`src/rtl/divider_pkg.sv`:
```
// Shared opcodes, FSM encoding and result fix-up helper for the RV64M divider.
package divider_pkg;

    localparam int XLEN = 64;

    localparam logic [7:0] INST_DIV   = 8'h50;
    localparam logic [7:0] INST_DIVU  = 8'h51;
    localparam logic [7:0] INST_REM   = 8'h52;
    localparam logic [7:0] INST_REMU  = 8'h53;
    localparam logic [7:0] INST_DIVW  = 8'h54;
    localparam logic [7:0] INST_DIVUW = 8'h55;
    localparam logic [7:0] INST_REMW  = 8'h56;
    localparam logic [7:0] INST_REMUW = 8'h57;

    localparam logic            RST_ENA   = 1'b1;
    localparam logic [XLEN-1:0] ZERO_WORD = '0;

    typedef enum logic [1:0] {
        S_IDLE = 2'd0,
        S_CALC = 2'd1,
        S_DONE = 2'd2
    } div_state_e;

    typedef struct packed {
        logic            is_signed;
        logic            is_w;
        logic            is_rem;
        logic            neg_q;
        logic            neg_r;
        logic            dz;
        logic            ovf;
        logic [XLEN-1:0] ext_a;
    } op_info_t;

    // Applies sign fixes, RISC-V special results and W-form sign extension.
    function automatic logic [XLEN-1:0] fix_result(input logic [XLEN-1:0] q_mag,
                                                   input logic [XLEN-1:0] r_mag,
                                                   input op_info_t        info);
        logic [XLEN-1:0] q;
        logic [XLEN-1:0] r;
        logic [XLEN-1:0] res;
        q = info.neg_q ? -q_mag : q_mag;
        r = info.neg_r ? -r_mag : r_mag;
        if (info.dz) begin
            q = '1;
            r = info.ext_a;
        end else if (info.ovf) begin
            q = info.ext_a;
            r = '0;
        end
        res = info.is_rem ? r : q;
        if (info.is_w)
            res = {{32{res[31]}}, res[31:0]};
        return res;
    endfunction

endpackage

```
`src/rtl/div_operand_prep.sv`:
```
// Combinational operand decode: W-form extension, signs, magnitudes and special-case flags.
module div_operand_prep
    import divider_pkg::*;
(
    input  logic [7:0]      i_opcode,
    input  logic [XLEN-1:0] i_op1,
    input  logic [XLEN-1:0] i_op2,
    output op_info_t        o_info,
    output logic [XLEN-1:0] o_abs_a,
    output logic [XLEN-1:0] o_abs_b
);

    logic            w_signed;
    logic            w_w;
    logic            w_rem;
    logic [XLEN-1:0] w_a;
    logic [XLEN-1:0] w_b;
    logic            w_sa;
    logic            w_sb;
    logic [XLEN-1:0] w_min;

    // Unknown opcodes fall through as DIVU.
    always_comb begin
        w_signed = 1'b0;
        w_w      = 1'b0;
        w_rem    = 1'b0;
        case (i_opcode)
            INST_DIV:   w_signed = 1'b1;
            INST_REM:   begin w_signed = 1'b1; w_rem = 1'b1; end
            INST_REMU:  w_rem = 1'b1;
            INST_DIVW:  begin w_signed = 1'b1; w_w = 1'b1; end
            INST_DIVUW: w_w = 1'b1;
            INST_REMW:  begin w_signed = 1'b1; w_w = 1'b1; w_rem = 1'b1; end
            INST_REMUW: begin w_w = 1'b1; w_rem = 1'b1; end
            default:    ;
        endcase
    end

    assign w_a = !w_w     ? i_op1 :
                 w_signed ? {{32{i_op1[31]}}, i_op1[31:0]} : {32'b0, i_op1[31:0]};
    assign w_b = !w_w     ? i_op2 :
                 w_signed ? {{32{i_op2[31]}}, i_op2[31:0]} : {32'b0, i_op2[31:0]};

    assign w_sa  = w_signed & w_a[XLEN-1];
    assign w_sb  = w_signed & w_b[XLEN-1];
    assign w_min = w_w ? 64'hFFFF_FFFF_8000_0000 : 64'h8000_0000_0000_0000;

    assign o_abs_a = w_sa ? -w_a : w_a;
    assign o_abs_b = w_sb ? -w_b : w_b;

    assign o_info.is_signed = w_signed;
    assign o_info.is_w      = w_w;
    assign o_info.is_rem    = w_rem;
    assign o_info.neg_q     = w_sa ^ w_sb;
    assign o_info.neg_r     = w_sa;
    assign o_info.dz        = (w_b == '0);
    assign o_info.ovf       = w_signed & (w_a == w_min) & (w_b == '1);
    assign o_info.ext_a     = w_a;

endmodule

```
`src/rtl/divider.sv`:
```
// Iterative radix-2 restoring divider for RV64M DIV/REM (incl. W forms).
// Optional build macro DIV_FAST_SPECIAL_EN: divide-by-zero/overflow skip straight to DONE.
module divider
    import divider_pkg::*;
(
    input  logic            clk,
    input  logic            rst,
    input  logic            div_ready,
    input  logic [7:0]      inst_opcode,
    input  logic [XLEN-1:0] div_op1,
    input  logic [XLEN-1:0] div_op2,
    output logic [XLEN-1:0] div_result,
    output logic            div_finish,
    output logic            div_busy
);

    div_state_e      r_state;
    div_state_e      w_next_state;
    logic [5:0]      r_cnt;
    logic [XLEN-1:0] r_rem;
    logic [XLEN-1:0] r_quot;
    logic [XLEN-1:0] r_divisor;
    op_info_t        r_info;
    logic [XLEN-1:0] r_result;

    op_info_t        w_info;
    logic [XLEN-1:0] w_abs_a;
    logic [XLEN-1:0] w_abs_b;
    logic            w_fast;
    logic [XLEN:0]   w_shift;
    logic [XLEN:0]   w_diff;
    logic            w_ge;
    logic [XLEN-1:0] w_step_rem;
    logic [XLEN-1:0] w_step_quot;

    div_operand_prep u_prep (
        .i_opcode (inst_opcode),
        .i_op1    (div_op1),
        .i_op2    (div_op2),
        .o_info   (w_info),
        .o_abs_a  (w_abs_a),
        .o_abs_b  (w_abs_b)
    );

`ifdef DIV_FAST_SPECIAL_EN
    assign w_fast = w_info.dz | w_info.ovf;
`else
    assign w_fast = 1'b0;
`endif

    // 65-bit trial subtract: bit 64 is the borrow, since the shifted remainder is < 2*divisor.
    assign w_shift     = {r_rem, r_quot[XLEN-1]};
    assign w_diff      = w_shift - {1'b0, r_divisor};
    assign w_ge        = ~w_diff[XLEN];
    assign w_step_rem  = w_ge ? w_diff[XLEN-1:0] : w_shift[XLEN-1:0];
    assign w_step_quot = {r_quot[XLEN-2:0], w_ge};

    always_comb begin
        w_next_state = r_state;
        case (r_state)
            S_IDLE:  if (div_ready) w_next_state = w_fast ? S_DONE : S_CALC;
            S_CALC:  if (!div_ready) w_next_state = S_IDLE;
                     else if (r_cnt == 6'd0) w_next_state = S_DONE;
            S_DONE:  w_next_state = S_IDLE;
            default: w_next_state = S_IDLE;
        endcase
    end

    always_ff @(posedge clk) begin
        if (rst == RST_ENA) begin
            r_state   <= S_IDLE;
            r_cnt     <= '0;
            r_rem     <= '0;
            r_quot    <= '0;
            r_divisor <= '0;
            r_info    <= '0;
            r_result  <= ZERO_WORD;
        end else begin
            r_state <= w_next_state;
            case (r_state)
                S_IDLE: if (div_ready) begin
                    r_info    <= w_info;
                    r_divisor <= w_abs_b;
                    r_rem     <= '0;
                    // W ops iterate 32 times, so the dividend starts in the upper half.
                    r_quot    <= w_info.is_w ? {w_abs_a[31:0], 32'b0} : w_abs_a;
                    r_cnt     <= w_info.is_w ? 6'd31 : 6'd63;
                    if (w_fast)
                        r_result <= fix_result('0, '0, w_info);
                end
                S_CALC: if (div_ready) begin
                    r_rem  <= w_step_rem;
                    r_quot <= w_step_quot;
                    r_cnt  <= r_cnt - 6'd1;
                    if (r_cnt == 6'd0)
                        r_result <= fix_result(w_step_quot, w_step_rem, r_info);
                end
                default: ;
            endcase
        end
    end

    assign div_result = r_result;
    assign div_finish = (r_state == S_DONE);
    assign div_busy   = (r_state != S_IDLE);

endmodule

```
`config.mk`:
```
export PLATFORM = sky130hd
export DESIGN_NAME = divider
export DESIGN_NICKNAME = d
export VERILOG_FILES = /design/src/rtl/divider_pkg.sv /design/src/rtl/div_operand_prep.sv /design/src/rtl/divider.sv
export SDC_FILE = /design/constraint.sdc
export NUM_CORES = 1
export LEC_CHECK = 0
export ABC_AREA = 1
export BUFFER_PORTS_ARGS = -buffer_cell sky130_fd_sc_hd__buf_2
export CAP_MARGIN = 10
export CORE_MARGIN = 1
export CORE_UTILIZATION = 30
export DETAILED_ROUTE_END_ITERATION = 10
export PLACE_DENSITY_LB_ADDON = 0.15
export SETUP_SLACK_MARGIN = 0.15
export SYNTH_ARGS = -nofsm -noshare
export SYNTH_HDL_FRONTEND = slang
export SYNTH_SLANG_ARGS = --single-unit
```
`constraint.sdc`:
```
create_clock -name clk -period 4.55 [get_ports clk]
set_input_delay 0.2275 -clock clk [delete_from_list [all_inputs] [get_ports clk]]
set_output_delay 0.2275 -clock clk [all_outputs]
set_load 0.005 [all_outputs]
```
==> impl_metrics.toml <==
[grt]
grt_max_degree = 154
grt_pass1_wl_mm = 233
grt_pass1_vias = 33500
grt_overflow = 0
grt_use_total = 0.317
antenna_found_initial = 15

[timing]
rsz0062_at_grt = "true"
drv_slew = 0
finalCriticalPeriod_ns = 4.29
relSlewSlack = 0.308
fin_skew_ns = 0.0228
finalHoldViolCount = 0
setup_slack_ns = 0.260
worst_pin_slew_ns = 1.04
fmax_ghz = 0.233
fin_crit_sh = 0.943
setup_viol_count_final = 0

[run_status]
run_status = "complete, no violations"

[cts]
root_buffer = "clkbuf_16"
cts_buffers = 44
cts_tree = "yes"
clock_path_buffers = 3
path_clk_slew_ns = 0.06
cts.sink_count = 334
clkLatencyLatePin_ns = 0.62
cts_max_level = 2

[critical_path]
cp-start-kind = "flip-flop"
cp.required_ns = 5.06
path_class = "reg -> reg"
worstPathArrival_ns = 4.80
cp_max_fo = 4
cp-end-kind = "flip-flop"
critPathMaxStageDelay_ns = 0.40
cp_slowest_cell = "fa_2"
path_common_cell = "nand2_4"

[synth]
ys_types = 59
yosys_warnings = 0
ys_ff_latch = 334
synth_area_leaders = "dfxtp_1, nand2_1, inv_1, a21oi_1, nor2_1"
synthesis.nets = 5469
synthTopCellsByCount = "nand2_1, inv_1, nor2_1, a21oi_1, dfxtp_1"
syn-cell-area_um2 = 29800
yosysTopAreaCellShare = 0.225
synth_edf_count = 0
synth_cells = 5258
seq_area_frac_synth = 0.225
synthFlopType = "dfxtp_1"
synth-async-reset-ratio = 0
syn_avg_cell_area_um2 = 5.66
netlist.top_cell.by_area = "dfxtp_1"
synth_most_common_cell = "nand2_1"

[layout]
area_growth_pct = 24.0
antenna_cells = 0
layout-drive-gt1-share = 0.160
fin_nets = 5892

[drt]
totalWireLength_mm = 164
ant_nets = 0
dr.pass1.iters = 8
drc = 0
wl_per_cell_um = 23.4
drt_iter0_drc = 4569
vias = 36800
vias_per_cell = 5.26

[floorplanning]
rows = 115
ios = 205
die_h_um = 317
die_w_um = 317
dieArea_um2 = 100000
start_util = 0.303
core_area_um2 = 98300

[run]
maxCapViolations = 0

[power_and_ir_drop]
peakVddDrop_uv = 254
power_switching_w = 0.00335
pwr-share-clk = 0.411
p_leak_nw = 18.8
switching_share = 0.355
pwr-share-seq = 0.351
p_int_w = 0.00608
finalPower_w = 0.00943
pwr-share-comb = 0.238
power.density_nw_per_um2 = 256

[worst_hold_path]
hold_class = "in -> reg"

[placed_design]
place_hpwl_mm = 131
portBuffers = 204
routabilityCongestion = 1.01
dp_slack_ns = -0.0922
[repair_timing]
action / in CTS / in global routing
gates resized for setup: 14 / 122
endpoints found under the hold margin: 24 / 0
cloned: 0 / 3
hold buffers: 23 / 0
buffers inserted: 9 / 16
pin swaps: 7 / 44
endpoints found under the setup margin: 33 / 53
[routing by layer]
layer / up-vias / part of all wire / global-route usage
li1: 17800 / - / -
met2: 1704 / 0.41 / 0.462
met1: 17100 / 0.47 / 0.474
met5: - / 0 / 0
met4: 0 / 0.029 / 0.0850
met3: 183 / 0.097 / 0.0547
[worst paths after layout]
check,slack [ns],start,end,depth (start not counted)
worst min-delay path,0.06,div_op1[19],r_info[19],3
worst max-delay path,0.26,r_quot[63],div_result[46],32
worst max register to register,0.26,r_quot[63],div_result[46],32
worst min register to register,0.45,r_cnt[0],r_cnt[0],1
[per-stage QoR]
stage | cells | utilization | area, µm² | TNS, ns | hold slack (ns)
CTS | 6982 | 0.369 | 36200 | 0 | 0.0177
finish | 7001 | 0.375 | 36900 | 0 | 0.0560
global route | 7001 | 0.375 | 36900 | -0.0207 | 0.0525
detailed placement | 6871 | 0.349 | 34300 | -0.298 | 0.447
floorplan | 5258 | - | 29800 | 0 | 0.362
global placement | 6871 | 0.349 | 34300 | 0 | 0.442
[registers in the layout, indices dropped and copies added (netlist names)]
register / cells
r_quot: 64
div_result: 64
r_divisor: 64
r_state: 2
r_rem: 64
r_cnt: 6
r_info: 70
[kinds of logic after synthesis]
group,after synthesis,share of synthesized area
xor+xnor,155,0.0456
fa+ha+maj,72,0.0305
buf+inv,988,0.129
flops,334,0.225
compound gates,998,0.188
simple gates,2711,0.382
[critical path: cells and delay by family, from the launching register on]
| kind | cells | cell delay [ns] |
|---|---|---|
| compound gates | 5 | 0.70 |
| buf+inv | 4 | 0.30 |
| fa+ha+maj | 3 | 0.71 |
| simple gates | 20 | 2.11 |
| flops | 1 | 0.34 |
[cells in the final DEF, fill, tap and decap left out, types with 71 or more instances in the layout]
| cell type | synthesis | final |
|---|---|---|
| nand2_1 | 1559 | 1532 |
| inv_1 | 736 | 730 |
| nor2_1 | 523 | 486 |
| a21oi_1 | 424 | 409 |
| buf_4 | 3 | 361 |
| dfxtp_1 | 334 | 329 |
| o21ai_0 | 314 | 304 |
| nand3_1 | 315 | 302 |
| buf_2 | 8 | 203 |
| xor2_1 | 119 | 119 |
| nor3_1 | 79 | 75 |
| nand4_1 | 71 | 71 |
[final cells by class]
| class | count | area, µm² |
|---|---|---|
| fill | 11100 | 61400 |
| multi-input combinational | 3937 | 19800 |
| sequential | 334 | 6690 |
| timing repair buffer | 611 | 4390 |
| inverter | 753 | 2850 |
| tap | 1287 | 1610 |
| clock buffer | 58 | 1250 |
| clock inverter | 21 | 298 |
[power groups by stage]
stage / logic [W] / clock network (W) / registers [W]
2_1_floorplan: 0.00125 / 0 / 0.00322
3_3_place_gp: 0.00211 / 0 / 0.00335
3_5_place_dp: 0.00210 / 0 / 0.00335
4_1_cts: 0.00214 / 0.00391 / 0.00329
5_1_grt: 0.00242 / 0.00402 / 0.00332
6_report: 0.00225 / 0.00387 / 0.00331
Note: power is estimated with default switching activity, not from simulation.
